## config.mk

```make
export PLATFORM = sky130hd
export DESIGN_NAME = vga_ball_engine_flat
export DESIGN_NICKNAME = d
export VERILOG_FILES = /design/src/rtl/vga_ball_engine_if.sv /design/src/rtl/vga_ball_engine.sv /design/src/flat_wrapper.sv
export SDC_FILE = /design/constraint.sdc
export NUM_CORES = 1
export LEC_CHECK = 0
export CORE_MARGIN = 3
export CORE_UTILIZATION = 55
export CTS_CLUSTER_SIZE = 16
export DETAILED_ROUTE_END_ITERATION = 16
export PLACE_DENSITY = 0.81
export SLEW_MARGIN = 5
export SYNTH_ARGS = -nofsm -noshare
export SYNTH_HDL_FRONTEND = slang
export SYNTH_SLANG_ARGS = --single-unit
```

## constraint.sdc

```tcl
create_clock -name clk -period 3.1 [get_ports clk]
set_input_delay 0.31 -clock clk [delete_from_list [all_inputs] [get_ports clk]]
set_output_delay 0.31 -clock clk [all_outputs]
set_load 0.01 [all_outputs]
```

## src/rtl/vga_ball_engine_if.sv

```systemverilog
// Video-side bundle between the VGA timing generator and the ball engine:
// raster position, video-active flag, frame refresh level and the RGB pins.
interface vga_ball_engine_if;
  logic [9:0] h;
  logic [9:0] v;
  logic       von;
  logic       refresh;
  logic [7:0] rgb;

  modport master (output h, v, von, refresh, input rgb);
  modport slave  (input h, v, von, refresh, output rgb);
endinterface

```

## src/rtl/vga_ball_engine.sv

```systemverilog
// Bouncing-ball game engine: per-frame ball motion, serve/pause/miss FSM and a
// registered pixel stage that paints ball, border and background.
module vga_ball_engine #(
  parameter int         SIZE        = 8,
  parameter int         SPEED       = 2,
  parameter int         BORDER      = 4,
  parameter int         MISS_FRAMES = 60,
  parameter logic [7:0] C_BALL      = 8'hFF,
  parameter logic [7:0] C_BORDER    = 8'h1C,
  parameter logic [7:0] C_BG        = 8'h00
) (
  input  logic               clk,
  input  logic               clr,
  vga_ball_engine_if.slave   vid,
  input  logic               btn_serve,
  input  logic               btn_pause,
  output logic               hit,
  output logic               miss,
  output logic [9:0]         ball_x,
  output logic [9:0]         ball_y
);

  localparam int XMIN = BORDER;
  localparam int XMAX = 640 - BORDER - SIZE;
  localparam int YMIN = BORDER;
  localparam int YMAX = 480 - SIZE;
  localparam int XH   = (640 - SIZE) / 2;
  localparam int YH   = (480 - SIZE) / 2;

  typedef enum logic [1:0] {IDLE, RUN, PAUSE, MISS} state_t;

  state_t      state, nstate;
  logic        dir_x, dir_y, ndir_x, ndir_y;
  logic [9:0]  nx, ny;
  logic [7:0]  cnt, ncnt;
  logic        nhit, nmiss;
  logic        refresh_d, tick;
  logic [1:0]  serve_s, pause_s;
  logic        serve_d, pause_d, serve_p, pause_p;
  logic [10:0] x11, y11, h11, v11;
  logic        in_ball, in_border, show;
  logic [7:0]  pix;

  assign tick = vid.refresh & ~refresh_d;
  assign x11  = {1'b0, ball_x};
  assign y11  = {1'b0, ball_y};
  assign h11  = {1'b0, vid.h};
  assign v11  = {1'b0, vid.v};

  // Two-flop synchronizers followed by registered rising-edge detectors.
  always_ff @(posedge clk or posedge clr) begin
    if (clr) begin
      refresh_d <= 1'b0;
      serve_s   <= 2'b00;
      pause_s   <= 2'b00;
      serve_d   <= 1'b0;
      pause_d   <= 1'b0;
      serve_p   <= 1'b0;
      pause_p   <= 1'b0;
    end else begin
      refresh_d <= vid.refresh;
      serve_s   <= {serve_s[0], btn_serve};
      pause_s   <= {pause_s[0], btn_pause};
      serve_d   <= serve_s[1];
      pause_d   <= pause_s[1];
      serve_p   <= serve_s[1] & ~serve_d;
      pause_p   <= pause_s[1] & ~pause_d;
    end
  end

  always_ff @(posedge clk or posedge clr) begin
    if (clr) begin
      state  <= IDLE;
      ball_x <= 10'(XH);
      ball_y <= 10'(YH);
      dir_x  <= 1'b1;
      dir_y  <= 1'b1;
      cnt    <= 8'd0;
      hit    <= 1'b0;
      miss   <= 1'b0;
    end else begin
      state  <= nstate;
      ball_x <= nx;
      ball_y <= ny;
      dir_x  <= ndir_x;
      dir_y  <= ndir_y;
      cnt    <= ncnt;
      hit    <= nhit;
      miss   <= nmiss;
    end
  end

  // dir_x = 1 means moving right, dir_y = 1 means moving up.
  always_comb begin
    nstate = state;
    nx     = ball_x;
    ny     = ball_y;
    ndir_x = dir_x;
    ndir_y = dir_y;
    ncnt   = cnt;
    nhit   = 1'b0;
    nmiss  = 1'b0;
    case (state)
      IDLE: if (serve_p) nstate = RUN;
      RUN: begin
        if (tick) begin
          if (dir_x) begin
            if (x11 >= 11'(XMAX - SPEED)) begin
              nx = 10'(XMAX); ndir_x = 1'b0; nhit = 1'b1;
            end else nx = ball_x + 10'(SPEED);
          end else begin
            if (x11 <= 11'(XMIN + SPEED)) begin
              nx = 10'(XMIN); ndir_x = 1'b1; nhit = 1'b1;
            end else nx = ball_x - 10'(SPEED);
          end
          if (dir_y) begin
            if (y11 <= 11'(YMIN + SPEED)) begin
              ny = 10'(YMIN); ndir_y = 1'b0; nhit = 1'b1;
            end else ny = ball_y - 10'(SPEED);
          end else begin
            if (y11 >= 11'(YMAX - SPEED)) begin
              ny = 10'(YMAX); nmiss = 1'b1; nstate = MISS;
            end else ny = ball_y + 10'(SPEED);
          end
        end
        if (pause_p && !nmiss) nstate = PAUSE;
      end
      PAUSE: if (pause_p) nstate = RUN;
      MISS: begin
        if (tick) begin
          if (cnt == 8'(MISS_FRAMES - 1)) begin
            ncnt   = 8'd0;
            nx     = 10'(XH);
            ny     = 10'(YH);
            ndir_x = 1'b1;
            ndir_y = 1'b1;
            nstate = IDLE;
          end else ncnt = cnt + 8'd1;
        end
      end
      default: nstate = IDLE;
    endcase
  end

  // During MISS the ball blinks on counter bit 3.
  always_comb begin
    in_ball   = (h11 >= x11) && (h11 < x11 + 11'(SIZE)) &&
                (v11 >= y11) && (v11 < y11 + 11'(SIZE));
    in_border = (h11 < 11'(BORDER)) || (h11 >= 11'(640 - BORDER)) ||
                (v11 < 11'(BORDER));
    show      = !((state == MISS) && cnt[3]);
    pix       = C_BG;
    if (!vid.von)             pix = 8'h00;
    else if (in_ball && show) pix = C_BALL;
    else if (in_border)       pix = C_BORDER;
    else                      pix = C_BG;
  end

  always_ff @(posedge clk or posedge clr) begin
    if (clr) vid.rgb <= 8'h00;
    else     vid.rgb <= pix;
  end

endmodule
```

## src/flat_wrapper.sv

```systemverilog
// flat-port wrapper written by rule: the top's interface ports become plain ports
module vga_ball_engine_flat 
#(
  parameter int         SIZE        = 8,
  parameter int         SPEED       = 2,
  parameter int         BORDER      = 4,
  parameter int         MISS_FRAMES = 60,
  parameter logic [7:0] C_BALL      = 8'hFF,
  parameter logic [7:0] C_BORDER    = 8'h1C,
  parameter logic [7:0] C_BG        = 8'h00
)
  (clk, clr, btn_serve, btn_pause, hit, miss, ball_x, ball_y, vid_h, vid_v, vid_von, vid_refresh, vid_rgb);
  vga_ball_engine_if vid_i ();
  input  logic clk;
  input  logic clr;
  input  logic btn_serve;
  input  logic btn_pause;
  output logic hit;
  output logic miss;
  output logic [9:0] ball_x;
  output logic [9:0] ball_y;
  input wire logic [$bits(vid_i.h)-1:0] vid_h;
  input wire logic [$bits(vid_i.v)-1:0] vid_v;
  input wire logic [$bits(vid_i.von)-1:0] vid_von;
  input wire logic [$bits(vid_i.refresh)-1:0] vid_refresh;
  output wire logic [$bits(vid_i.rgb)-1:0] vid_rgb;
  assign vid_i.h = vid_h;
  assign vid_i.v = vid_v;
  assign vid_i.von = vid_von;
  assign vid_i.refresh = vid_refresh;
  assign vid_rgb = vid_i.rgb;
  vga_ball_engine #(.SIZE(SIZE), .SPEED(SPEED), .BORDER(BORDER), .MISS_FRAMES(MISS_FRAMES), .C_BALL(C_BALL), .C_BORDER(C_BORDER), .C_BG(C_BG)) u_core (.clk(clk), .clr(clr), .vid(vid_i), .btn_serve(btn_serve), .btn_pause(btn_pause), .hit(hit), .miss(miss), .ball_x(ball_x), .ball_y(ball_y));
endmodule
```

-- Word-level counts from Yosys, hierarchy flattened
Index checks and enable logic that the tools add are counted.
- bitwise operators: 6
- equal/unequal tests: 12
- multiplexer cells: 49
- add/subtract/negate cells: 7
- reductions and logical operators: 15
- order comparisons: 11
- operators by type and width (kind ; count):
    $mux W10 ; 12
    $pmux W10 S2 ; 2
    $mux W8 ; 3
    $add A10 B4 Y11 const B ; 2
    $lt A10 B11 Y1 ; 2
    $add A10 B2 Y10 const B ; 2
    $ge A10 B10 Y1 ; 2
    $ge A10 B10 Y1 const B ; 2
    $le A10 B3 Y1 const B ; 2
    $lt A10 B3 Y1 const B ; 2
    $mux W1 ; 20
    $sub A10 B2 Y10 const B ; 2
    $mux W2 ; 8
    $ge A10 B9 Y1 const B ; 1
    $ne A2 B1 Y1 const B ; 5
    $add A8 B1 Y8 const B ; 1
    $eq A8 B6 Y1 const B ; 1
    $pmux W2 S4 ; 1
    $reduce_and A7 Y1 ; 1
    $logic_and A1 B1 Y1 ; 6
    $ne A3 B1 Y1 const B ; 2
    $mux W5 ; 1
    $eq A2 B2 Y1 const B ; 2
    $pmux W1 S2 ; 2
    other kinds (10) ; 16
- word-level logic and storage cells: 116
- output and inout bits: 30
- input port bits: 26
- bits in registers: 51

-- Longest topological paths before layout
Gate-level depths: netlist of the first run.
- word-level depth: 9
- depth in mapped cells: 10
- mapped depth without buffers: 9

-- Worst setup path after synthesis of the first run
Ideal clock, no wire load.
- kind: register to register
- start: register u_core.ball_y[6]
- end: register u_core.vid.rgb[4]
- library setup time: 0.110 ns
- arrival: 2.559 ns
- required time: 2.990 ns
- setup slack: 0.430 ns
- period minus slack after synthesis: 2.670 ns
- cell stages (with the launch flop): 10
- buffers on the path: 1
- path through: dfstp_2 > clkbuf_1 > and3_1 > nand3_1 > xnor2_1 > ha_1 > a2111o_1 > a211oi_1 > a21oi_1 > o41ai_1
- cells in the longest elaborated chain, start to end: 6
- elaborated cells on any way between the ends: 8
- those cells by class: add/sub: 1; order compare: 2; mux: 2; reduce/logical: 3
- ends and longest elaborated chain (element ; RTL line ; text):
    start, declared ; vga_ball_engine.sv:20 ; output logic [9:0] ball_y
    start signal, assigned ; vga_ball_engine.sv:75 ; ball_y <= 10'(YH);
    start signal, assigned ; vga_ball_engine.sv:84 ; ball_y <= ny;
    $add A10 B4 Y11 or $ge A10 B10 Y1 (tied branches) ; vga_ball_engine.sv:148 ; (v11 >= y11) && (v11 < y11 + 11'(SIZE));
    $lt A10 B11 Y1 or $logic_and A1 B1 Y1 (tied branches) ; vga_ball_engine.sv:148, vga_ball_engine.sv:147 ;
    $logic_and A1 B1 Y1 * ; vga_ball_engine.sv:148 ;
    $logic_and A1 B1 Y1 * ; vga_ball_engine.sv:154 ; else if (in_ball && show) pix = C_BALL;
    $mux W8 * ; vga_ball_engine.sv:154 ;
    $mux W8 * ; vga_ball_engine.sv:153 ; if (!vid.von) pix = 8'h00;
    end signal, assigned ; vga_ball_engine.sv:161 ; else vid.rgb <= pix;
    end, declared ; vga_ball_engine_if.sv:11 ; modport slave (input h, v, von, refresh, output rgb);
Mark *: on every way between the ends. The rest lies on a longest branch, timed or not.
A chain may end at the register's enable or synchronous reset.

-- Final worst setup path of the first run
- start: register u_core.ball_y[3]
- end: register u_core.vid.rgb[4]
Same word-level chain as after synthesis.

==> results by group, run 1 <==
Status
  – Run status: completed

Timing
  – Shortest clock period the worst path allows after layout: about 2.8 ns
  – Count of endpoints failing setup in the final report: 0
  – RSZ-0062 raised after global routing: false
  – Number of hold violations in the final report: 0
  – Clock tree skew after final layout: a little over 0.007 ns
  – Worst hold slack across all endpoints: around 0.27 ns
  – Final max-slew violation count: 0
  – Actual transition at the worst max-transition pin: ~0.86 ns
  – Fin Setup TNS: 0 ns
  – Worst max-slew margin expressed relative to the limit: 0.429
  – Achievable Freq: between 300 and 400 MHz
  – Portion of the clock cycle consumed by the worst path in the final layout: 0.909

Layout
  – Net count of the finished layout: 530
  – Share of cells above drive strength 1: 0.0779
  – Commonest cells after routing, fill and taps aside: 51 x sky130_fd_sc_hd__clkdlybuf4s50_1, 43 x sky130_fd_sc_hd__ha_1, 40 x sky130_fd_sc_hd__nand2_1
  – Area Overhead vs Synth: 15.8%
  – Number of filler cells placed in the layout: between 500 and 600
  – Antenna diode count: 0
  – Most common cell after layout, fill and taps aside: sky130_fd_sc_hd__clkdlybuf4s50_1

Worst setup path
  – Highest fanout seen on the critical path: 13
  – Cell with the largest stage delay on the worst path: sky130_fd_sc_hd__dfstp_2
  – Buf/Inv on CP: 0
  – Crit end category: register
  – Crit Path Class: reg2reg
  – Critical Path Start Type: register
  – Data arrival time of the worst path: 3.02 ns
  – Sequence of cells on the critical path: ha_1 -> nand3_1 -> xnor2_1 -> ha_1 -> a2111o_1 -> a211oi_1 -> a21oi_1 -> o41ai_1
  – Worst reg2reg setup slack: 0.28 ns
  – Most frequent CP cell: sky130_fd_sc_hd__ha_1
  – Endpoint required time on the critical path: ~3.3 ns
  – Family with the most delay on the worst path: compound AO/OA/AOI/OAI gates
  – Worst stage delay on the critical path: around 0.69 ns

Logic synthesis
  – Part of the Yosys area used for sequential elements: 0.298
  – Synth Area per Inst: 8.58 sq um
  – Syn. warnings: 0
  – Count of unique library cells instantiated by Yosys: 62
  – Synth top area share: 0.212
  – Post-synth EDFFs: 0
  – Primary FF master, synth: sky130_fd_sc_hd__dfrtp_1
  – Synthesized instance count: approximately 430
  – Total standard cell area after synthesis: between 3000 and 4000 sq um
  – Fraction of registers with async set/reset: 1.00
  – Post-synthesis sequential element count: 43
  – Leading area contributor after synthesis: sky130_fd_sc_hd__dfrtp_1
  – Top cells by area in the synthesized netlist: sky130_fd_sc_hd__dfrtp_1 21%, sky130_fd_sc_hd__ha_1 15%, sky130_fd_sc_hd__dfstp_2 8.6%, sky130_fd_sc_hd__xnor2_1 5.3%, sky130_fd_sc_hd__nand2_1 4.1%

Die
  – Core Footprint: about 6400 sq um
  – Die outline width: just under 90 microns
  – Area of the die: around 7700 sq um
  – Std-Cell Rows: 29
  – Top-level port count: 56
  – Die height: ~88 microns
  – Initial cell density of the core: 0.573

Route
  – DR pass1 iterations: 4
  – Total routed wirelength: 9.54 mm
  – Count of routing violations after the opening detailed-route iteration: 210
  – Via-to-Cell Ratio: between 6 and 7
  – Uppermost layer routed: met4
  – Average wire per cell in the routed design: ~18 microns
  – Wl on met1: around 4.4 mm
  – Wire length on met3: a little under 500 microns
  – Total met2 wirelength after detailed routing: between 4 and 5 mm
  – Via count: 3,444
  – Remaining antenna violation count: 0
  – Post-detailed-route DRC marker count: 0

GRT
  – Total GRT Usage: 0.264
  – Number of global-route vias before repair: between 3,000 and 4,000
  – Wire length of the first global-routing pass: about 16 mm
  – Initial antenna violation count: 0
  – Gr ovfl total: 0
  – Maximum number of pins on one net before global-route repair: 21

CTS
  – Hold-fix buffer count after cts: 0
  – TritonCTS Buffers: 5
  – H-Tree Level Count: 2
  – Number of buffers on the longest clock path: 2
  – Clock insertion delay at the later pin of the skew report: between 0.3 and 0.4 ns
  – Cell at the root of the clock tree: sky130_fd_sc_hd__clkbuf_8
  – CTS resizes: 0
  – CTS tree: built
  – Clock transition at the register clock pins on the worst setup and hold paths after CTS: about 0.09 ns
  – Number of clock sinks: 43
  – Number of setup buffers added after CTS: 0

Power
  – Static Leak: ~1.8 nW
  – Ratio of total power to cell area: 805 nW/um^2
  – Maximum ir drop on the vdd rail: between 0.0005 and 0.0006 V

Place
  – Post-DP HPWL: 7.38 mm
  – Placer Congestion: between 0.9 and 1
  – # port buffers: ~50

Flow run
  – Number of max-cap violations: 0

Min path
  – Worst hold-check path type: in2async
through the flow:
step | utilization | setup slack (ns) | instances | power (mW) | instance area (sq um)
2_1_floorplan | - | 0.430 | 428 | 2.37 | 3670
3_3_place_gp | 0.650 | 0.457 | 531 | 2.92 | 4150
3_5_place_dp | 0.650 | 0.311 | 531 | 2.99 | 4150
4_1_cts | 0.664 | 0.291 | 539 | 3.39 | 4240
5_1_grt | 0.664 | 0.112 | 539 | 3.72 | 4240
6_report | 0.664 | 0.282 | 539 | 3.41 | 4240
metal layers:
metal	up-vias	global-route usage
li1	1642	-
met3	22	0.0442
met2	119	0.434
met1	1661	0.353
met4	0	0.0907
met5	-	0
final timing paths:
path                                              start  cells after the start                          end
setup / recovery           u_core.ball_y[3]$_DFFE_PP1P_                      8  u_core.vid.rgb[4]$_DFF_PP0_
hold reg to reg             u_core.serve_s[0]$_DFF_PP0_                      0  u_core.serve_s[1]$_DFF_PP0_
setup reg to reg           u_core.ball_y[3]$_DFFE_PP1P_                      8  u_core.vid.rgb[4]$_DFF_PP0_
min in group clk            u_core.serve_s[0]$_DFF_PP0_                      0  u_core.serve_s[1]$_DFF_PP0_
max in group asynchronous                           clr                      3     u_core.dir_y$_DFFE_PP1P_
hold / removal                                      clr                      2  u_core.serve_s[0]$_DFF_PP0_
power by group:
part	switching (mW)	internal (mW)	leakage [nW]	total, mW
logic	1.05	0.894	1.27	1.94
registers	0.337	0.752	0.521	1.09
clock network	0.225	0.161	0.0408	0.386
total	1.61	1.81	1.83	3.41
cell type report:
class	count	area (sq um)	share of cell area
clock buffers	5	68.8	0.0162
repair buffers	56	548	0.129
well taps	77	96.3	0.0227
inverters	25	93.8	0.0221
flip-flops and latches	43	1090	0.257
multi-input cells	330	2320	0.547
clock inverters	3	23.8	0.00560
synthesized netlist by cell type, types with 3 or more instances:
cell type / n
sky130_fd_sc_hd__nor2_1: 21
sky130_fd_sc_hd__nand2b_1: 3
sky130_fd_sc_hd__nand3_1: 20
sky130_fd_sc_hd__dfstp_2: 12
sky130_fd_sc_hd__nand4_1: 5
sky130_fd_sc_hd__clkbuf_1: 12
sky130_fd_sc_hd__ha_1: 43
sky130_fd_sc_hd__a31oi_1: 11
sky130_fd_sc_hd__inv_1: 24
sky130_fd_sc_hd__buf_4: 8
sky130_fd_sc_hd__nor4_1: 7
sky130_fd_sc_hd__o21ai_0: 25
sky130_fd_sc_hd__o31ai_1: 5
sky130_fd_sc_hd__nor2b_1: 6
sky130_fd_sc_hd__or4_1: 4
sky130_fd_sc_hd__o211ai_1: 4
sky130_fd_sc_hd__o2111ai_1: 5
sky130_fd_sc_hd__o21a_1: 7
sky130_fd_sc_hd__xnor2_1: 22
sky130_fd_sc_hd__o221ai_1: 3
sky130_fd_sc_hd__a21oi_1: 27
sky130_fd_sc_hd__a211o_1: 7
sky130_fd_sc_hd__a211oi_1: 7
sky130_fd_sc_hd__and3_1: 3
sky130_fd_sc_hd__a21o_1: 3
sky130_fd_sc_hd__a22oi_1: 4
sky130_fd_sc_hd__nor3_1: 8
sky130_fd_sc_hd__buf_2: 8
sky130_fd_sc_hd__dfrtp_1: 31
sky130_fd_sc_hd__and2_1: 3
sky130_fd_sc_hd__nand2_1: 40
flip-flops by register name, summed over array words and instances (netlist names):
| name | flops |
|---|---|
| u_core.vid.rgb | 2 |
| u_core.hit | 1 |
| u_core.dir_y | 1 |
| u_core.cnt | 8 |
| u_core.ball_x | 9 |
| u_core.pause_d | 1 |
| u_core.refresh_d | 1 |
| u_core.serve_d | 1 |
| u_core.pause_p | 1 |
| u_core.dir_x | 1 |
| u_core.serve_p | 1 |
| u_core.miss | 1 |
| u_core.ball_y | 9 |
| u_core.state | 2 |
| u_core.serve_s | 2 |
| u_core.pause_s | 2 |
cells by family (layout without fill, tap and decap cells):
| family | after synthesis | after routing | share of synthesized area |
|---|---|---|---|
| and+or+nand+nor | 133 | 133 | 0.185 |
| AOI/OAI and AO/OA | 128 | 128 | 0.241 |
| buffers and inverters | 55 | 89 | 0.0697 |
| adders and majority gates | 43 | 43 | 0.147 |
| DFF | 43 | 43 | 0.298 |
| xor gates and xnor gates | 22 | 22 | 0.0526 |
| muxes | 2 | 2 | 0.00581 |
| other | 1 | 2 | 0.00102 |
Note: power is estimated with default switching activity, not from simulation.
==> inputs of run 2 (changes only) <==
ABC_AREA = 1   (was not set)
CORE_MARGIN = 2   (was 3)
MAX_ROUTING_LAYER = met4   (was not set)
==> run 2 against run 1 <==
Effect of this change:
- synthesized cell count up 21%
- largest cell class unchanged
- worst hold slack better by 0.095 ns
- flip-flop and latch count unchanged
- non-clock buffer count down 3
- global-route usage down 0.26 points
- clock skew up 0.00087 ns
- combinational power up 26%
==> results by group, run 2 <==
Logic synthesis
  – Count of unique library cells instantiated by Yosys: 42 (-32%)
  – Post-synthesis sequential element count: 43 (unchanged)
  – Total standard cell area after synthesis: 3750 sq um (+2.4%)
  – Part of the Yosys area used for sequential elements: 0.291 (-0.00696)
  – Syn. warnings: 0 (unchanged)
  – Fraction of registers with async set/reset: 1.00 (unchanged)
  – Primary FF master, synth: sky130_fd_sc_hd__dfrtp_1
  – Synth top area share: 0.207 (-0.00495)
  – Post-synth EDFFs: 0 (unchanged)
  – Top cells by instance count after synthesis: 121 x sky130_fd_sc_hd__nand2_1, 62 x sky130_fd_sc_hd__inv_1, 47 x sky130_fd_sc_hd__nor2_1
  – Top cells by area in the synthesized netlist: sky130_fd_sc_hd__dfrtp_1 21%, sky130_fd_sc_hd__ha_1 14%, sky130_fd_sc_hd__nand2_1 12%, sky130_fd_sc_hd__dfstp_2 8.4%, sky130_fd_sc_hd__inv_1 6.2%
  – Synthesized instance count: 515 (+21%)
  – Leading area contributor after synthesis: sky130_fd_sc_hd__dfrtp_1
  – Synth Area per Inst: 7.28 sq um (-15%)
  – Most frequent cell after synthesis: sky130_fd_sc_hd__nand2_1

GRT
  – Gr ovfl total: 0 (unchanged)
  – Wire length of the first global-routing pass: 15.3 mm (-4.9%)
  – Initial antenna violation count: 0 (unchanged)
  – Maximum number of pins on one net before global-route repair: 44 (+110%)
  – Number of global-route vias before repair: 3,321 (-0.63%)
  – Total GRT Usage: 0.261 (-0.00262)

Timing
  – Clock tree skew after final layout: 0.00792 ns (+0.000866 ns)
  – Achievable Freq: 428 MHz (+20%)
  – Fin Setup TNS: 0 ns (unchanged)
  – Portion of the clock cycle consumed by the worst path in the final layout: 0.754 (-0.155)
  – Final max-slew violation count: 0 (unchanged)
  – Actual transition at the worst max-transition pin: 0.553 ns (-0.303 ns)
  – Worst max-slew margin expressed relative to the limit: 0.631 (+0.202)
  – RSZ-0062 raised after global routing: false
  – Count of endpoints failing setup in the final report: 0 (unchanged)
  – Number of hold violations in the final report: 0 (unchanged)
  – Shortest clock period the worst path allows after layout: 2.34 ns (-0.479 ns)

Die
  – Initial cell density of the core: 0.561 (-0.0122)
  – Std-Cell Rows: 30 (+3.4%)
  – Die height: 86.6 microns (-1.2%)
  – Top-level port count: 56 (unchanged)
  – Die outline width: 86.6 microns (-1.2%)
  – Core Footprint: 6680 sq um (+4.6%)
  – Area of the die: 7490 sq um (-2.3%)

Layout
  – Commonest cells after routing, fill and taps aside: 121 x sky130_fd_sc_hd__nand2_1, 62 x sky130_fd_sc_hd__inv_1, 51 x sky130_fd_sc_hd__clkdlybuf4s50_1
  – Area Overhead vs Synth: 16.0%
  – Most common cell after layout, fill and taps aside: sky130_fd_sc_hd__nand2_1
  – Antenna diode count: 0 (unchanged)
  – Share of cells above drive strength 1: 0.0804 (+0.00244)
  – Net count of the finished layout: 628 (+18%)
  – Largest registers: u_core.ball_x: 9 flops, u_core.ball_y: 9 flops, u_core.cnt: 8 flops

CTS
  – CTS resizes: 0 (unchanged)
  – Hold-fix buffer count after cts: 0 (unchanged)
  – Clock transition at the register clock pins on the worst setup and hold paths after CTS: 0.10 ns (about the same)
  – CTS tree: built
  – Number of buffers on the longest clock path: 2 (unchanged)
  – H-Tree Level Count: 2 (unchanged)
  – Number of clock sinks: 43 (unchanged)
  – Cell at the root of the clock tree: sky130_fd_sc_hd__clkbuf_8
  – TritonCTS Buffers: 5 (unchanged)
  – Number of setup buffers added after CTS: 0 (unchanged)
  – Clock insertion delay at the later pin of the skew report: 0.30 ns (about the same)

Worst setup path
  – Critical Path Start Type: register
  – End point of the critical path: u_core.vid.rgb[4]$_DFF_PP0_
  – Worst setup path startpoint: u_core.ball_x[3]$_DFFE_PP1P_
  – Crit Path Class: reg2reg
  – Worst Reg-to-Reg Cells: 13 (+5)
  – Data arrival time of the worst path: 2.58 ns (-0.44 ns)
  – End of the worst register-to-register path: u_core.vid.rgb[4]$_DFF_PP0_
  – Crit end category: register
  – Worst reg2reg setup slack: 0.76 ns (+0.48 ns)
  – Reg2reg start: u_core.ball_x[3]$_DFFE_PP1P_
  – Endpoint required time on the critical path: 3.35 ns (+0.05 ns)
  – Highest fanout seen on the critical path: 9 (-4)

Power
  – Fraction of power spent switching nets: 0.503 (+0.0321)
  – Internal Pwr Total: 1.97 mW (+9.0%)
  – Net Switching: 1.99 mW (+24%)
  – Static Leak: 2.15 nW (+17%)
  – Total Power Consumption: 3.96 mW (+16%)
  – Combinational fraction of design power: 0.616 (+0.048)
  – Share of total power in sequential cells: 0.287 (-0.032)
  – Maximum ir drop on the vdd rail: 0.000407 V (-23%)
  – Ratio of total power to cell area: 911 nW/um^2 (+13%)
  – Clock power frac: 0.097 (-0.016)

Route
  – Count of routing violations after the opening detailed-route iteration: 293 (+40%)
  – Total routed wirelength: 9.24 mm (-3.2%)
  – DR pass1 iterations: 5 (+1)
  – Average wire per cell in the routed design: 14.4 microns (-18%)
  – Post-detailed-route DRC marker count: 0 (unchanged)
  – Via count: 3,554 (+3.2%)
  – Remaining antenna violation count: 0 (unchanged)
  – Via-to-Cell Ratio: 5.55 (-13%)

Place
  – Post-DP HPWL: 7.26 mm (-1.7%)
  – Placer Congestion: 0.964 (-0.68%)
  – # port buffers: 51 (unchanged)

Flow run
  – Number of max-cap violations: 0 (unchanged)

Status
  – Run status: completed

Min path
  – Worst hold-check path type: reg2reg
==> run 2: kinds of logic (layout without fill, tap and decap cells) <==
logic type	count (synthesis)	in the layout	synth area share
AO/OA/AOI/OAI	67	67	0.103
AND/OR/NAND/NOR	250	250	0.301
other	1	2	0.00100
XOR/XNOR	25	25	0.0584
flip-flops	43	43	0.291
buffers and inverters	86	130	0.102
adder cells (fa/ha/maj)	43	43	0.143
==> run 2: critical path: stages (launching register included) <==
cell	delay [ns]
sky130_fd_sc_hd__dfstp_2	0.67
sky130_fd_sc_hd__inv_1	0.20
sky130_fd_sc_hd__nor2_2	0.25
sky130_fd_sc_hd__xor2_1	0.20
sky130_fd_sc_hd__ha_1	0.27
sky130_fd_sc_hd__nand2_1	0.09
sky130_fd_sc_hd__inv_1	0.04
sky130_fd_sc_hd__a21oi_1	0.13
sky130_fd_sc_hd__nand3_1	0.08
sky130_fd_sc_hd__nand2_1	0.06
sky130_fd_sc_hd__nand2_1	0.06
sky130_fd_sc_hd__nand2_1	0.06
sky130_fd_sc_hd__nand4_1	0.10
sky130_fd_sc_hd__nand2_1	0.08
==> run 2: through the flow <==
stage / instances / instance area, sq um / hold slack, ns / util / setup WS, ns
6_report: 640 / 4350 / 0.366 / 0.651 / 0.762
5_1_grt: 640 / 4350 / 0.383 / 0.651 / 0.518
4_1_cts: 640 / 4350 / 0.365 / 0.651 / 0.767
3_5_place_dp: 632 / 4250 / 0.342 / 0.637 / 0.800
3_3_place_gp: 632 / 4250 / 0.339 / 0.637 / 0.879
2_1_floorplan: 516 / 3750 / 0.331 / - / 1.08
==> run 2: how the worst min path moves through the flow <==
stage | from | end | slack (ns) | depth (start not counted)
after floorplan | u_core.pause_s[0]$_DFF_PP0_ | u_core.pause_s[1]$_DFF_PP0_ | 0.33 | 0
after global placement | u_core.serve_s[0]$_DFF_PP0_ | u_core.serve_s[1]$_DFF_PP0_ | 0.34 | 0
after detailed placement | u_core.pause_s[0]$_DFF_PP0_ | u_core.pause_s[1]$_DFF_PP0_ | 0.34 | 0
after CTS | u_core.serve_s[0]$_DFF_PP0_ | u_core.serve_s[1]$_DFF_PP0_ | 0.37 | 0
after global routing | u_core.pause_s[0]$_DFF_PP0_ | u_core.pause_s[1]$_DFF_PP0_ | 0.38 | 0
final | u_core.serve_s[0]$_DFF_PP0_ | u_core.serve_s[1]$_DFF_PP0_ | 0.37 | 0
==> run 2: cell type report <==
| cell class | instances | area, sq um |
|---|---|---|
| Clock buffer | 5 | 68.8 |
| Clock inverter | 3 | 26.3 |
| Fill cell | 607 | 2330 |
| Inverter | 69 | 259 |
| Multi-Input combinational cell | 387 | 2280 |
| Sequential cell | 43 | 1090 |
| Tap cell | 80 | 100 |
| Timing Repair Buffer | 53 | 526 |
==> run 2: layer usage <==
metal,global-route usage,up-vias,wire length (microns)
li1,-,1763,-
met1,0.348,1663,4290
met2,0.431,114,4380
met3,0.0314,14,447
met4,0.0568,0,114
met5,-,-,0
==> run 2: power groups by stage <==
stage | Combinational [mW] | Clock (mW) | Sequential, mW
after floorplan | 1.74 | 0 | 1.05
after global placement | 2.31 | 0 | 1.13
after detailed placement | 2.40 | 0 | 1.14
after CTS | 2.41 | 0.396 | 1.13
after global routing | 2.76 | 0.414 | 1.17
final | 2.44 | 0.384 | 1.14
==> inputs of run 3 (changes only) <==
clock period = 2.2 ns   (was 3.1 ns; I/O delays follow)
==> run 3 against run 2 <==
Effect of this change:
- final area increased by 3.7%
- final cell count grew 1.7%
- total power is 51% higher
- critical path type unchanged
- clock-buffer cell count up 1
- critical path depth fell by 2
- register-to-register slack got worse by 0.66 ns
==> results by group, run 3 (synthesis results as in run 2) <==
Route
  – Via-to-Cell Ratio: 5.57 (+0.38%)
  – DR pass1 iterations: 6 (+1)
  – Post-detailed-route DRC marker count: 0 (unchanged)
  – Remaining antenna violation count: 0 (unchanged)
  – Total routed wirelength: 9.38 mm (+1.5%)
  – Via count: 3,629 (+2.1%)
  – Average wire per cell in the routed design: 14.4 microns (-0.18%)
  – Count of routing violations after the opening detailed-route iteration: 305 (+4.1%)

Timing
  – Achievable Freq: 478 MHz (+12%)
  – Worst max-slew margin expressed relative to the limit: 0.548 (-0.0829)
  – Setup ws final: 0.106 ns (-0.655 ns)
  – Clock tree skew after final layout: 0.00496 ns (-0.00296 ns)
  – Shortest clock period the worst path allows after layout: 2.09 ns (-0.245 ns)
  – RSZ-0062 raised after global routing: true
  – Final max-slew violation count: 0 (unchanged)
  – Count of endpoints failing setup in the final report: 0 (unchanged)
  – Fin Setup TNS: 0 ns (unchanged)
  – Actual transition at the worst max-transition pin: 0.673 ns (+0.120 ns)
  – Number of hold violations in the final report: 0 (unchanged)
  – Portion of the clock cycle consumed by the worst path in the final layout: 0.952 (+0.197)
  – Worst hold slack across all endpoints: 0.349 ns (-0.0177 ns)

Die
  – Std-Cell Rows: 30 (unchanged)
  – Die height: 86.6 microns (unchanged)
  – Initial cell density of the core: 0.561 (unchanged)
  – Core Footprint: 6680 sq um (unchanged)
  – Top-level port count: 56 (unchanged)
  – Area of the die: 7490 sq um (unchanged)
  – Die outline width: 86.6 microns (unchanged)

Status
  – Run status: completed

Worst setup path
  – Endpoint required time on the critical path: 2.45 ns (-0.90 ns)
  – Most frequent CP cell: sky130_fd_sc_hd__nand2_1
  – Sequence of cells on the critical path: clkinvlp_4 -> nor2_4 -> buf_6 -> nand2_1 -> xor2_1 -> ha_1 -> a21oi_1 -> nand2_1 -> nand2_1 -> nand4_1 -> nand2_1
  – Crit Path Class: reg2reg
  – Data arrival time of the worst path: 2.34 ns (-0.24 ns)
  – Worst stage delay on the critical path: 0.60 ns (-0.07 ns)
  – Critical Path Start Type: register
  – Buf/Inv on CP: 2 (unchanged)
  – Crit end category: register
  – Family with the most delay on the worst path: flip-flops
  – Cell with the largest stage delay on the worst path: sky130_fd_sc_hd__dfstp_2
  – Highest fanout seen on the critical path: 5 (-4)

Layout
  – Net count of the finished layout: 639 (+1.8%)
  – Commonest cells after routing, fill and taps aside: 120 x sky130_fd_sc_hd__nand2_1, 60 x sky130_fd_sc_hd__inv_1, 51 x sky130_fd_sc_hd__clkdlybuf4s50_1
  – Post-layout utilization of the core: 0.675 (+0.0243)
  – Final std cells w/o fill: 651 (+1.7%)
  – Most common cell after layout, fill and taps aside: sky130_fd_sc_hd__nand2_1
  – Antenna diode count: 0 (unchanged)
  – Share of cells above drive strength 1: 0.112 (+0.0317)
  – Area Overhead vs Synth: 20.3%
  – Largest registers: u_core.ball_x: 9 flops, u_core.ball_y: 9 flops, u_core.cnt: 8 flops
  – Final standard cell area without fillers: 4510 sq um (+3.7%)

GRT
  – Initial antenna violation count: 0 (unchanged)
  – Number of global-route vias before repair: 3,293 (-0.84%)
  – Maximum number of pins on one net before global-route repair: 44 (unchanged)
  – Gr ovfl total: 0 (unchanged)
  – Wire length of the first global-routing pass: 15.2 mm (-0.95%)
  – Total GRT Usage: 0.259 (-0.00202)

Place
  – Minimum setup slack after placement: 0.0576 ns (-0.742 ns)
  – Placer Congestion: 0.986 (+2.3%)
  – Placed cell area: 4300 sq um (+1.1%)
  – Count of placed standard cells including taps: 638 (+0.95%)
  – # port buffers: 51 (unchanged)
  – Post-DP HPWL: 7.15 mm (-1.5%)

Min path
  – Worst hold-check path type: in2async

CTS
  – Cell at the root of the clock tree: sky130_fd_sc_hd__clkbuf_8
  – H-Tree Level Count: 2 (unchanged)
  – Clock insertion delay at the later pin of the skew report: 0.30 ns (about the same)
  – Clock transition at the register clock pins on the worst setup and hold paths after CTS: 0.09 ns (about the same)
  – TritonCTS Buffers: 5 (unchanged)
  – CTS tree: built
  – Number of buffers on the longest clock path: 2 (unchanged)
  – Hold-fix buffer count after cts: 0 (unchanged)
  – Number of clock sinks: 43 (unchanged)

Flow run
  – Number of max-cap violations: 0 (unchanged)

Power
  – Ratio of total power to cell area: 1320 nW/um^2 (+45%)
  – Total Power Consumption: 5.97 mW (+51%)
  – Static Leak: 2.21 nW (+2.9%)
  – Maximum ir drop on the vdd rail: 0.000594 V (+46%)
==> run 3: changes by cell type in the layout (fill, tap and decap cells not counted), sizes merged <==
| cell | before | now |
|---|---|---|
| buf | 2 | 13 |
| inv | 70 | 68 |
| bufinv | 0 | 1 |
| clkbuf | 5 | 6 |
| clkinv | 2 | 1 |
| clkinvlp | 0 | 1 |
==> run 3: worst paths after layout <==
path,endpoint,slack (ns),start,cells after the start
max,u_core.vid.rgb[4]$_DFF_PP0_,0.11,u_core.ball_x[3]$_DFFE_PP1P_,11
min,u_core.ball_x[1]$_DFFE_PP0P_,0.35,clr,3
max reg2reg,u_core.vid.rgb[4]$_DFF_PP0_,0.11,u_core.ball_x[3]$_DFFE_PP1P_,11
min reg2reg,u_core.pause_s[1]$_DFF_PP0_,0.37,u_core.pause_s[0]$_DFF_PP0_,0
max in group asynchronous,u_core.ball_y[7]$_DFFE_PP1P_,1.47,clr,3
min in group clk,u_core.pause_s[0]$_DFF_PP0_,0.35,btn_pause,1
==> run 3: final cells by class <==
cell class | count | area, sq um
clock buffer | 6 | 82.6
clock inverter | 2 | 38.8
fill | 569 | 2170
inverter | 69 | 263
multi-input combinational | 387 | 2320
sequential | 43 | 1090
tap | 80 | 100
timing repair buffer | 64 | 612
==> run 3: what timing repair did <==
item,in CTS,in global routing
resized for setup,0,10
setup endpoints to repair,0,2
buffers inserted,0,5
==> run 3: worst min-delay path, cell delays in order <==
cell and delay (ns):
sky130_fd_sc_hd__clkdlybuf4s50_1 0.39, sky130_fd_sc_hd__inv_1 0.05, sky130_fd_sc_hd__buf_4 0.45
==> run 3: routing by layer <==
layer	up-vias	share of wire	global-route usage
li1	1793	-	-
met4	0	0.015	0.0710
met2	143	0.48	0.415
met1	1676	0.44	0.344
met3	17	0.057	0.0410
met5	-	0	-
==> run 3: power by group <==
part,switching (mW),total (mW),internal [mW]
registers,0.427,1.56,1.13
logic,2.16,3.75,1.59
clock network,0.290,0.664,0.374
total,2.88,5.97,3.09
